[src/rtl/i2c_pkg.sv]
// Shared types and constants for the I2C configuration writer.
// bus_pattern gives the {scl, sda_oe} levels for each quarter of every bit time.
package i2c_pkg;

  typedef enum logic [2:0] {
    S_IDLE    = 3'd0,
    S_START   = 3'd1,
    S_BIT     = 3'd2,
    S_ACK     = 3'd3,
    S_STOP    = 3'd4,
    S_BUSFREE = 3'd5
  } state_t;

  localparam logic [1:0] Q0 = 2'd0;
  localparam logic [1:0] Q1 = 2'd1;
  localparam logic [1:0] Q2 = 2'd2;
  localparam logic [1:0] Q3 = 2'd3;

  localparam logic W_BIT = 1'b0;

  // Returns {scl, sda_oe} for a state, a quarter and the data bit being sent.
  function automatic logic [1:0] bus_pattern(input state_t st, input logic [1:0] q,
                                             input logic b);
    logic hi;
    hi = (q == Q1) || (q == Q2);
    case (st)
      S_START: return {1'b1, (q == Q2) || (q == Q3)};
      S_BIT:   return {hi, ~b};
      S_ACK:   return {hi, 1'b0};
      S_STOP: begin
        case (q)
          Q0:      return 2'b01;
          Q1:      return 2'b11;
          default: return 2'b10;
        endcase
      end
      default: return 2'b10;
    endcase
  endfunction

endpackage

[src/rtl/i2c_qtick.sv]
// Quarter-bit timebase: CLK_DIV-cycle divider feeding a 2-bit quarter index.
// Both counters sit at zero whenever enable is low.
module i2c_qtick
  import i2c_pkg::*;
#(
  parameter int CLK_DIV = 4
) (
  input  logic       CLK,
  input  logic       RST,
  input  logic       enable,
  output logic       tick,
  output logic [1:0] q
);

  localparam int DW = (CLK_DIV > 1) ? $clog2(CLK_DIV) : 1;
  localparam logic [DW-1:0] DIV_MAX = DW'(CLK_DIV - 1);

  logic [DW-1:0] div;

  assign tick = enable && (div == DIV_MAX);

  always_ff @(posedge CLK) begin
    if (!RST || !enable) begin
      div <= '0;
      q   <= Q0;
    end else if (tick) begin
      div <= '0;
      q   <= q + 2'd1;
    end else begin
      div <= div + 1'b1;
    end
  end

endmodule

[src/rtl/i2c_cfg_writer.sv]
// I2C master write engine: START, address+W, NUM_BYTES payload bytes, STOP,
// with per-byte ACK sampling and bounded retry on NACK.
module i2c_cfg_writer
  import i2c_pkg::*;
#(
  parameter int         CLK_DIV   = 4,
  parameter logic [6:0] DEV_ADDR  = 7'h1A,
  parameter int         NUM_BYTES = 2,
  parameter int         MAX_RETRY = 3
) (
  input  logic                   CLK,
  input  logic                   RST,
  input  logic                   start,
  input  logic [8*NUM_BYTES-1:0] wr_data,
  output logic                   busy,
  output logic                   done,
  output logic                   ack_err,
  output logic                   scl,
  output logic                   sda_oe,
  input  logic                   sda_i
);

  localparam int SR_W = 8 * (NUM_BYTES + 1);

  state_t                 state;
  logic [SR_W-1:0]        sr;
  logic [8*NUM_BYTES-1:0] latched;
  logic [2:0]             bcnt;
  logic [2:0]             byte_cnt;
  logic [2:0]             retry;
  logic                   nack;
  logic                   tick;
  logic [1:0]             q;

  i2c_qtick #(.CLK_DIV(CLK_DIV)) u_qtick (
    .CLK    (CLK),
    .RST    (RST),
    .enable (state != S_IDLE),
    .tick   (tick),
    .q      (q)
  );

  // Pin registers are loaded one cycle ahead with the pattern of the quarter
  // that starts on the next edge, so scl/sda_oe line up exactly with q.
  always_ff @(posedge CLK) begin
    if (!RST) begin
      state    <= S_IDLE;
      busy     <= 1'b0;
      done     <= 1'b0;
      ack_err  <= 1'b0;
      scl      <= 1'b1;
      sda_oe   <= 1'b0;
      retry    <= '0;
      nack     <= 1'b0;
      bcnt     <= 3'd7;
      byte_cnt <= '0;
    end else begin
      done    <= 1'b0;
      ack_err <= 1'b0;
      case (state)
        S_IDLE: begin
          // done is still high in the cycle after completion; a start there is dropped.
          if (start && !done) begin
            state        <= S_START;
            busy         <= 1'b1;
            retry        <= '0;
            nack         <= 1'b0;
            latched      <= wr_data;
            sr           <= {DEV_ADDR, W_BIT, wr_data};
            {scl, sda_oe} <= bus_pattern(S_START, Q0, 1'b0);
          end
        end
        S_START, S_BIT, S_ACK, S_STOP, S_BUSFREE: begin
          if (tick) begin
            if (state == S_ACK && q == Q2)
              nack <= sda_i;
            if (q != Q3) begin
              {scl, sda_oe} <= bus_pattern(state, q + 2'd1, sr[SR_W-1]);
            end else begin
              case (state)
                S_START: begin
                  state         <= S_BIT;
                  bcnt          <= 3'd7;
                  byte_cnt      <= '0;
                  {scl, sda_oe} <= bus_pattern(S_BIT, Q0, sr[SR_W-1]);
                end
                S_BIT: begin
                  sr <= sr << 1;
                  if (bcnt == 3'd0) begin
                    state         <= S_ACK;
                    {scl, sda_oe} <= bus_pattern(S_ACK, Q0, 1'b0);
                  end else begin
                    bcnt          <= bcnt - 3'd1;
                    {scl, sda_oe} <= bus_pattern(S_BIT, Q0, sr[SR_W-2]);
                  end
                end
                S_ACK: begin
                  if (nack || byte_cnt == 3'(NUM_BYTES)) begin
                    state         <= S_STOP;
                    {scl, sda_oe} <= bus_pattern(S_STOP, Q0, 1'b0);
                  end else begin
                    state         <= S_BIT;
                    bcnt          <= 3'd7;
                    byte_cnt      <= byte_cnt + 3'd1;
                    {scl, sda_oe} <= bus_pattern(S_BIT, Q0, sr[SR_W-1]);
                  end
                end
                S_STOP: begin
                  {scl, sda_oe} <= 2'b10;
                  if (!nack) begin
                    state <= S_IDLE;
                    busy  <= 1'b0;
                    done  <= 1'b1;
                  end else if (retry < 3'(MAX_RETRY)) begin
                    state <= S_BUSFREE;
                    retry <= retry + 3'd1;
                    nack  <= 1'b0;
                    sr    <= {DEV_ADDR, W_BIT, latched};
                  end else begin
                    state   <= S_IDLE;
                    busy    <= 1'b0;
                    done    <= 1'b1;
                    ack_err <= 1'b1;
                  end
                end
                S_BUSFREE: begin
                  state         <= S_START;
                  {scl, sda_oe} <= bus_pattern(S_START, Q0, 1'b0);
                end
                default: state <= S_IDLE;
              endcase
            end
          end
        end
        default: begin
          state  <= S_IDLE;
          busy   <= 1'b0;
          scl    <= 1'b1;
          sda_oe <= 1'b0;
        end
      endcase
    end
  end

endmodule

[config.mk]
export PLATFORM = sky130hd
export DESIGN_NAME = i2c_cfg_writer
export DESIGN_NICKNAME = d
export VERILOG_FILES = /design/src/rtl/i2c_pkg.sv /design/src/rtl/i2c_qtick.sv /design/src/rtl/i2c_cfg_writer.sv
export SDC_FILE = /design/constraint.sdc
export NUM_CORES = 1
export LEC_CHECK = 0
export ABC_AREA = 1
export CORE_MARGIN = 2
export CORE_UTILIZATION = 45
export DETAILED_ROUTE_END_ITERATION = 8
export MAX_ROUTING_LAYER = met4
export PLACE_DENSITY_LB_ADDON = 0.08
export RECOVER_POWER = 25
export SYNTH_ARGS = -nofsm -noshare
export SYNTH_HDL_FRONTEND = slang
export SYNTH_HIERARCHICAL = 1
export SYNTH_SLANG_ARGS = --single-unit
[constraint.sdc]
create_clock -name CLK -period 10.8 [get_ports CLK]
set_input_delay 3.24 -clock CLK [delete_from_list [all_inputs] [get_ports CLK]]
set_output_delay 3.24 -clock CLK [all_outputs]
set_load 0.02 [all_outputs]
==> results.rst, run 1 <==
.. list-table::
   :header-rows: 1

   * - Metric
     - Value
   * - Outcome
     - finished clean
   * - Most frequent cells after synthesis
     - sky130_fd_sc_hd__nand2_1 (67), sky130_fd_sc_hd__nor2_1 (43), sky130_fd_sc_hd__edfxtp_1 (40)
   * - Post-synthesis compound-gate area fraction
     - 9.20%
   * - Setup_tns
     - 0 ps
   * - Post-CTS setup repair buffer count
     - 0
   * - Max Clk Rate
     - 0.183 GHz
   * - Via total after detailed routing
     - 2,336
   * - Critical path peak fanout
     - 15
   * - Part of the cycle the worst path needs
     - 50.6%
   * - Start point of the critical path
     - RST
   * - Worst reg2reg path startpoint
     - state[1]
   * - Clock H-tree levels
     - 3
   * - Cell type contributing the most total cell area after synthesis
     - sky130_fd_sc_hd__edfxtp_1
   * - Maximum number of pins on one net before global-route repair
     - 22
   * - Worst min-delay path startpoint
     - u_qtick/div[0]
   * - Die footprint
     - 7570 sq um
   * - Tot GR Track Use
     - 18.8%
   * - Worst-case setup slack after placement
     - 4880 ps
   * - Number of warning messages in the yosys log
     - 6
   * - Hpwl dp
     - 4290 um
   * - Core area
     - 6720 sq um
   * - Post-route cell area
     - 3590 sq um
   * - Required time reported for the critical path endpoint
     - 10,830 ps
   * - CP startpoint kind
     - input pin
   * - Placement Cell Area
     - 3380 sq um
   * - Remaining antenna violation count after routing
     - 0
   * - Unrepaired setup endpoints after global routing
     - false
   * - Leftover overflow at the end of global routing
     - 0
   * - Detailed-route wire length per cell
     - 13.8 um
   * - Via-to-Cell Ratio
     - 5.11
   * - Share of synthesized area occupied by flip-flops and latches
     - 52.9%
   * - Max Cap Viol
     - 0
   * - Pins Over Slew Limit
     - 0
   * - Async set or reset register ratio after synthesis
     - 0%
   * - Static Leakage
     - 0.00151 uW
   * - Fraction of the mapped netlist area in adder cells
     - 4.04%
   * - Top cells by area in the synthesized netlist
     - sky130_fd_sc_hd__edfxtp_1 (39%), sky130_fd_sc_hd__dfxtp_1 (14%), sky130_fd_sc_hd__nand2_1 (8.1%)
   * - Average cell area after synthesis
     - 8.99 sq um
   * - Minimum clock period after layout
     - 5460 ps
   * - Effective utilization at floorplan
     - 46.1%
   * - Number of buffers added on ports
     - 24
   * - Number of top-level pins
     - 25
   * - Yosys reg bits
     - 62
   * - Number of antenna violations at the first check in global routing
     - 0
   * - RR Endpoint
     - sr[0]
   * - Height of the die
     - 87.0 um
   * - Layout cells sized above 1
     - 12.7%
   * - Final Hold Fails
     - 0
   * - Combined area of all synthesized cells
     - 3100 sq um
   * - Area added between synthesis and finish
     - 15.7%
   * - Sink count of the clock tree
     - 62
   * - CTS Buffer Depth
     - 2
   * - Number of remaining DRC errors
     - 0
   * - Number of enable-type register cells in the synthesized netlist
     - 40
   * - CTS hold repair buffers
     - 0
   * - Parity-gate share of the synthesized area counting xor and xnor cells
     - 0.565%
   * - Pre-antenna DRT Iters
     - 4
   * - Final setup violating endpoints
     - 0
   * - Transition time at the pin with the least slew margin
     - 1110 ps
   * - Clock tree from TritonCTS
     - built
   * - Root Driver
     - sky130_fd_sc_hd__clkbuf_8
   * - Multiplexer share of the synthesized area
     - 0%
   * - Type of the tightest min-delay check
     - reg -> reg
   * - Main combinational cell family by area after synthesis
     - simple AND/OR/NAND/NOR gates
   * - WP data arrival
     - 5490 ps
   * - Floorplan die width
     - 87.0 um
   * - Count of different cell masters after synthesis
     - 36
   * - Sink of the worst hold path
     - u_qtick/div[0]
   * - Gate count of the mapped netlist
     - 345
   * - Most repeated cell in the gate-level netlist after synthesis
     - sky130_fd_sc_hd__nand2_1
   * - Peak supply drop
     - 0.101 mV
   * - Number of nets in the layout
     - 402
   * - Number of global-route vias before repair
     - 2,200
   * - TritonCTS buffer count
     - 9
   * - Clock transition at path regs
     - 70 ps
   * - Drt first-iter violations
     - 136
   * - Dominant register cell in the synthesized netlist
     - sky130_fd_sc_hd__edfxtp_1
   * - Final setup margin
     - 5340 ps
   * - Power density over the cells
     - 224 nW/um^2
   * - Type of the worst setup path
     - in -> reg
   * - Wire length after detailed routing
     - 6310 um
   * - Post-synthesis simple-gate area fraction
     - 25.1%
   * - Nature of the critical path endpoint
     - flip-flop
   * - Syn_nets
     - 375
   * - Diode count
     - 0
   * - Worst hold path depth
     - 1
   * - Clock Latency Late Sink
     - 340 ps
   * - RePlAce Congestion
     - 0.898
   * - Path depth of the worst reg2reg path
     - 11
   * - Row count
     - 30
   * - Minimum setup slack among reg-to-reg paths
     - 7260 ps
   * - Number of gates resized after CTS
     - 0
   * - Global-route wire length before repair
     - 10,500 um
   * - Top-area cell type share of the netlist area
     - 38.7%
   * - Clock Skew
     - 5.36 ps
   * - Slew HR
     - 25.7%
==> area by class of cell <==
class                      count  area, sq um
clock buffer                  10          128
clock inverter                 6         86.3
fill                         627         3130
inverter                      42          161
multi-input combinational    231         1210
sequential                    62         1640
tap                           80          100
timing repair buffer          26          255
==> report_power, final <==
part           total, uW  switching [uW]  internal [uW]
logic                243             161           81.8
clock network        224            94.3            130
registers            336            21.6            314
==> cell families after synthesis <==
group / Yosys count
AO/OA/AOI/OAI: 53
XOR/XNOR: 2
adder cells (fa/ha/maj): 10
buffers and inverters: 52
flip-flops: 62
AND/OR/NAND/NOR: 166
==> metal layers <==
layer / share of wire, % / up-vias / global-route usage, %
met4: 1.3 / 0 / 7.67
met2: 47 / 54 / 29.2
met1: 48 / 1076 / 24.0
li1: - / 1196 / -
met5: 0 / - / -
met3: 4.6 / 10 / 3.79
==> critical path, cell delays in order <==
cell and delay, ps:
sky130_fd_sc_hd__clkdlybuf4s50_1 740, sky130_fd_sc_hd__nand3_1 150, sky130_fd_sc_hd__nor4_2 970, sky130_fd_sc_hd__buf_4 390
==> through the flow <==
step / util [%] / hold WS (ps) / std cells / total power, uW
after floorplan: - / 408 / 345 / 530
after global placement: 50.3 / 423 / 441 / 586
after detailed placement: 50.3 / 436 / 441 / 588
after CTS: 53.5 / 447 / 457 / 814
after global routing: 53.4 / 472 / 457 / 856
final: 53.4 / 441 / 457 / 803
==> registers in the layout (all words and copies together), names as in the netlist <==
signal and flops:
sr 24, latched 16, bcnt 3, byte_cnt 3
retry 3, state 3, u_qtick/div 2, u_qtick/q 2
ack_err 1, busy 1, done 1, nack 1
scl 1, sda_oe 1
==> how the worst max path moves through the flow <==
stage / end / slack [ps] / cells past startpoint
3_5_place_dp: sr[22] / 4880 / 4
6_report: sr[0] / 5340 / 4
4_1_cts: sr[0] / 5250 / 4
5_1_grt: sr[23] / 5150 / 4
3_3_place_gp: sr[23] / 4960 / 4
2_1_floorplan: sr[0] / 4490 / 4
==> placed cells by master (no fill, tap or decap), drive strengths merged <==
cell type	Yosys	final
a21boi	1	1
a22o	1	1
xnor2	1	1
nor3	6	6
nor3b	3	3
clkinvlp	0	2
o21a	1	1
or2	3	3
o21bai	1	1
clkbuf	1	10
a21oi	38	38
ha	10	10
nand4	1	1
o211ai	2	2
inv	41	40
o21ai	8	8
nand3	18	18
dfxtp	22	22
edfxtp	40	40
nand2	77	77
dlygate4sd3	0	16
clkdlybuf4s50	0	8
bufinv	0	2
xor2	1	1
nor2	55	55
clkinv	1	4
nand3b	2	2
buf	9	2
o221ai	1	1
nor4	1	1
Note: power is estimated with default switching activity, not from simulation.
==> inputs of run 2 (changes only) <==
==> constraint.sdc (replaced) <==
create_clock -name CLK -period 4.7 [get_ports CLK]
set_input_delay 1.41 -clock CLK [delete_from_list [all_inputs] [get_ports CLK]]
set_output_delay 1.41 -clock CLK [all_outputs]
set_load 0.02 [all_outputs]
==> run 2 against run 1 <==
Compared with the run above:
- power grew 130%
- final cell count grew 0.22%
- setup slack lost 3600 ps
- final area shrank 0.14%
- wire length shrank 3.7%
- sequential share of layout area grew 0.064 points
- largest power group unchanged
- non-clock buffer count grew 1
- register-to-register slack lost 5400 ps
- sequential cell count is the same
- largest cell class unchanged
==> results.rst, run 2 (synthesized netlist as in run 1, its figures left out) <==
.. list-table::
   :header-rows: 1

   * - Metric
     - Value
   * - Post-CTS setup repair buffer count
     - 0
   * - Number of remaining DRC errors
     - 0
   * - WHS
     - 437 ps
   * - Peak supply drop
     - 0.235 mV
   * - Part of the cycle the worst path needs
     - 62.6%
   * - Clock transition at path regs
     - 70 ps
   * - Max Cap Viol
     - 0
   * - Leftover overflow at the end of global routing
     - 0
   * - Remaining antenna violation count after routing
     - 0
   * - Worst-case setup slack after placement
     - 1400 ps
   * - Wire length after detailed routing
     - 6070 um
   * - Clock Skew
     - 6.59 ps
   * - Number of buffers added on ports
     - 24
   * - Setup_tns
     - 0 ps
   * - Final setup violating endpoints
     - 0
   * - Most common cell after layout, fill and taps aside
     - sky130_fd_sc_hd__nand2_1
   * - Clock Latency Late Sink
     - 350 ps
   * - Number of top-level pins
     - 25
   * - Global-route wire length before repair
     - 10,300 um
   * - Unrepaired setup endpoints after global routing
     - false
   * - Minimum clock period after layout
     - 2940 ps
   * - Number of antenna violations at the first check in global routing
     - 0
   * - Biggest regs
     - sr: 24 flops, latched: 16 flops
   * - Row count
     - 30
   * - Via total after detailed routing
     - 2,300
   * - Most used cells in the layout excluding fill and tap cells
     - sky130_fd_sc_hd__nand2_1 (69), sky130_fd_sc_hd__nor2_1 (44), sky130_fd_sc_hd__edfxtp_1 (40), sky130_fd_sc_hd__a21oi_1 (38), sky130_fd_sc_hd__inv_1 (36)
   * - Number of global-route vias before repair
     - 2,174
   * - Power density over the cells
     - 505 nW/um^2
   * - Flip-flop count of the largest register, all copies and words added
     - 24
   * - Number of inserted filler cells in the final layout
     - 627
   * - Detailed-route wire length per cell
     - 13.3 um
   * - Register with the most flip-flops
     - sr
   * - Critical path peak fanout
     - 24
   * - Type of the tightest min-delay check
     - reg -> reg
   * - CP startpoint kind
     - input pin
   * - Height of the die
     - 87.0 um
   * - Root Driver
     - sky130_fd_sc_hd__clkbuf_8
   * - Number of gates resized after CTS
     - 0
   * - Layout cells sized above 1
     - 13.0%
   * - TritonCTS buffer count
     - 9
   * - Floorplan die width
     - 87.0 um
   * - Area added between synthesis and finish
     - 15.5%
   * - Clock tree from TritonCTS
     - built
   * - Type of the worst setup path
     - in -> reg
   * - Clock H-tree levels
     - 3
   * - Transition time at the pin with the least slew margin
     - 585 ps
   * - Pre-antenna DRT Iters
     - 5
   * - Required time reported for the critical path endpoint
     - 4720 ps
   * - Sink count of the clock tree
     - 62
   * - Static Leakage
     - 0.00151 uW
   * - Pins Over Slew Limit
     - 0
   * - Number of nets in the layout
     - 403
   * - Core area
     - 6720 sq um
   * - RePlAce Congestion
     - 0.922
   * - Nature of the critical path endpoint
     - flip-flop
   * - Max Clk Rate
     - 0.340 GHz
   * - Maximum number of pins on one net before global-route repair
     - 25
   * - Slew HR
     - 60.9%
   * - Pwr Total
     - 1810 uW
   * - CTS Buffer Depth
     - 2
   * - Effective utilization at floorplan
     - 46.1%
   * - Via-to-Cell Ratio
     - 5.02
   * - Tot GR Track Use
     - 18.7%
   * - Outcome
     - finished clean
   * - Die footprint
     - 7570 sq um
   * - Final Hold Fails
     - 0
   * - Drt first-iter violations
     - 154
   * - CTS hold repair buffers
     - 0
   * - Hpwl dp
     - 4180 um
   * - Diode count
     - 0
   * - WP data arrival
     - 2960 ps
   * - Final setup margin
     - 1760 ps
run 2: cell count changes in the layout (fill, tap and decap cells not counted), sizes merged:
cell	delta
clkinvlp	+1
bufinv	-1
buf	+1
inv	+3
clkbuf	-1
clkinv	-2
run 2: worst max-delay path, cell delays in order:
cell	delay, ps
sky130_fd_sc_hd__clkdlybuf4s50_1	740
sky130_fd_sc_hd__nand3_1	150
sky130_fd_sc_hd__nor4_2	290
sky130_fd_sc_hd__buf_4	360
run 2: metal layers:
layer	vias to the layer above	wire [um]	global-route usage, %
met5	-	0	-
met4	0	60	5.54
met3	7	294	6.35
met2	54	2840	29.4
met1	1046	2870	22.8
li1	1193	-	-
run 2: where the power goes:
part / total (uW) / internal, uW / switching [uW]
clock network: 484 / 251 / 233
logic: 557 / 188 / 369
registers: 768 / 721 / 47.2
run 2: through the flow:
stage	instance area, sq um	utilization (%)	std cells
after floorplan	3100	-	345
after global placement	3390	50.4	442
after detailed placement	3390	50.4	442
after CTS	3590	53.4	458
after global routing	3580	53.3	458
final	3580	53.3	458
run 2: worst paths after layout:
kind,start,endpoint,slack [ps],cells past startpoint
setup / recovery,RST,sr[8],1760,4
hold / removal,u_qtick/div[0],u_qtick/div[0],440,1
setup reg to reg,state[1],sr[8],1870,11
hold reg to reg,u_qtick/div[0],u_qtick/div[0],440,1
run 2: final cells by class:
cell class                      instances  area [sq um]  share of cell area, %
Sequential cell                        62          1640                   45.8
Multi-Input combinational cell        231          1210                   33.8
Timing Repair Buffer                   27           263                   7.34
Inverter                               42           161                   4.51
Clock buffer                            9           124                   3.46
Tap cell                               80           100                   2.80
Clock inverter                          7          80.1                   2.24
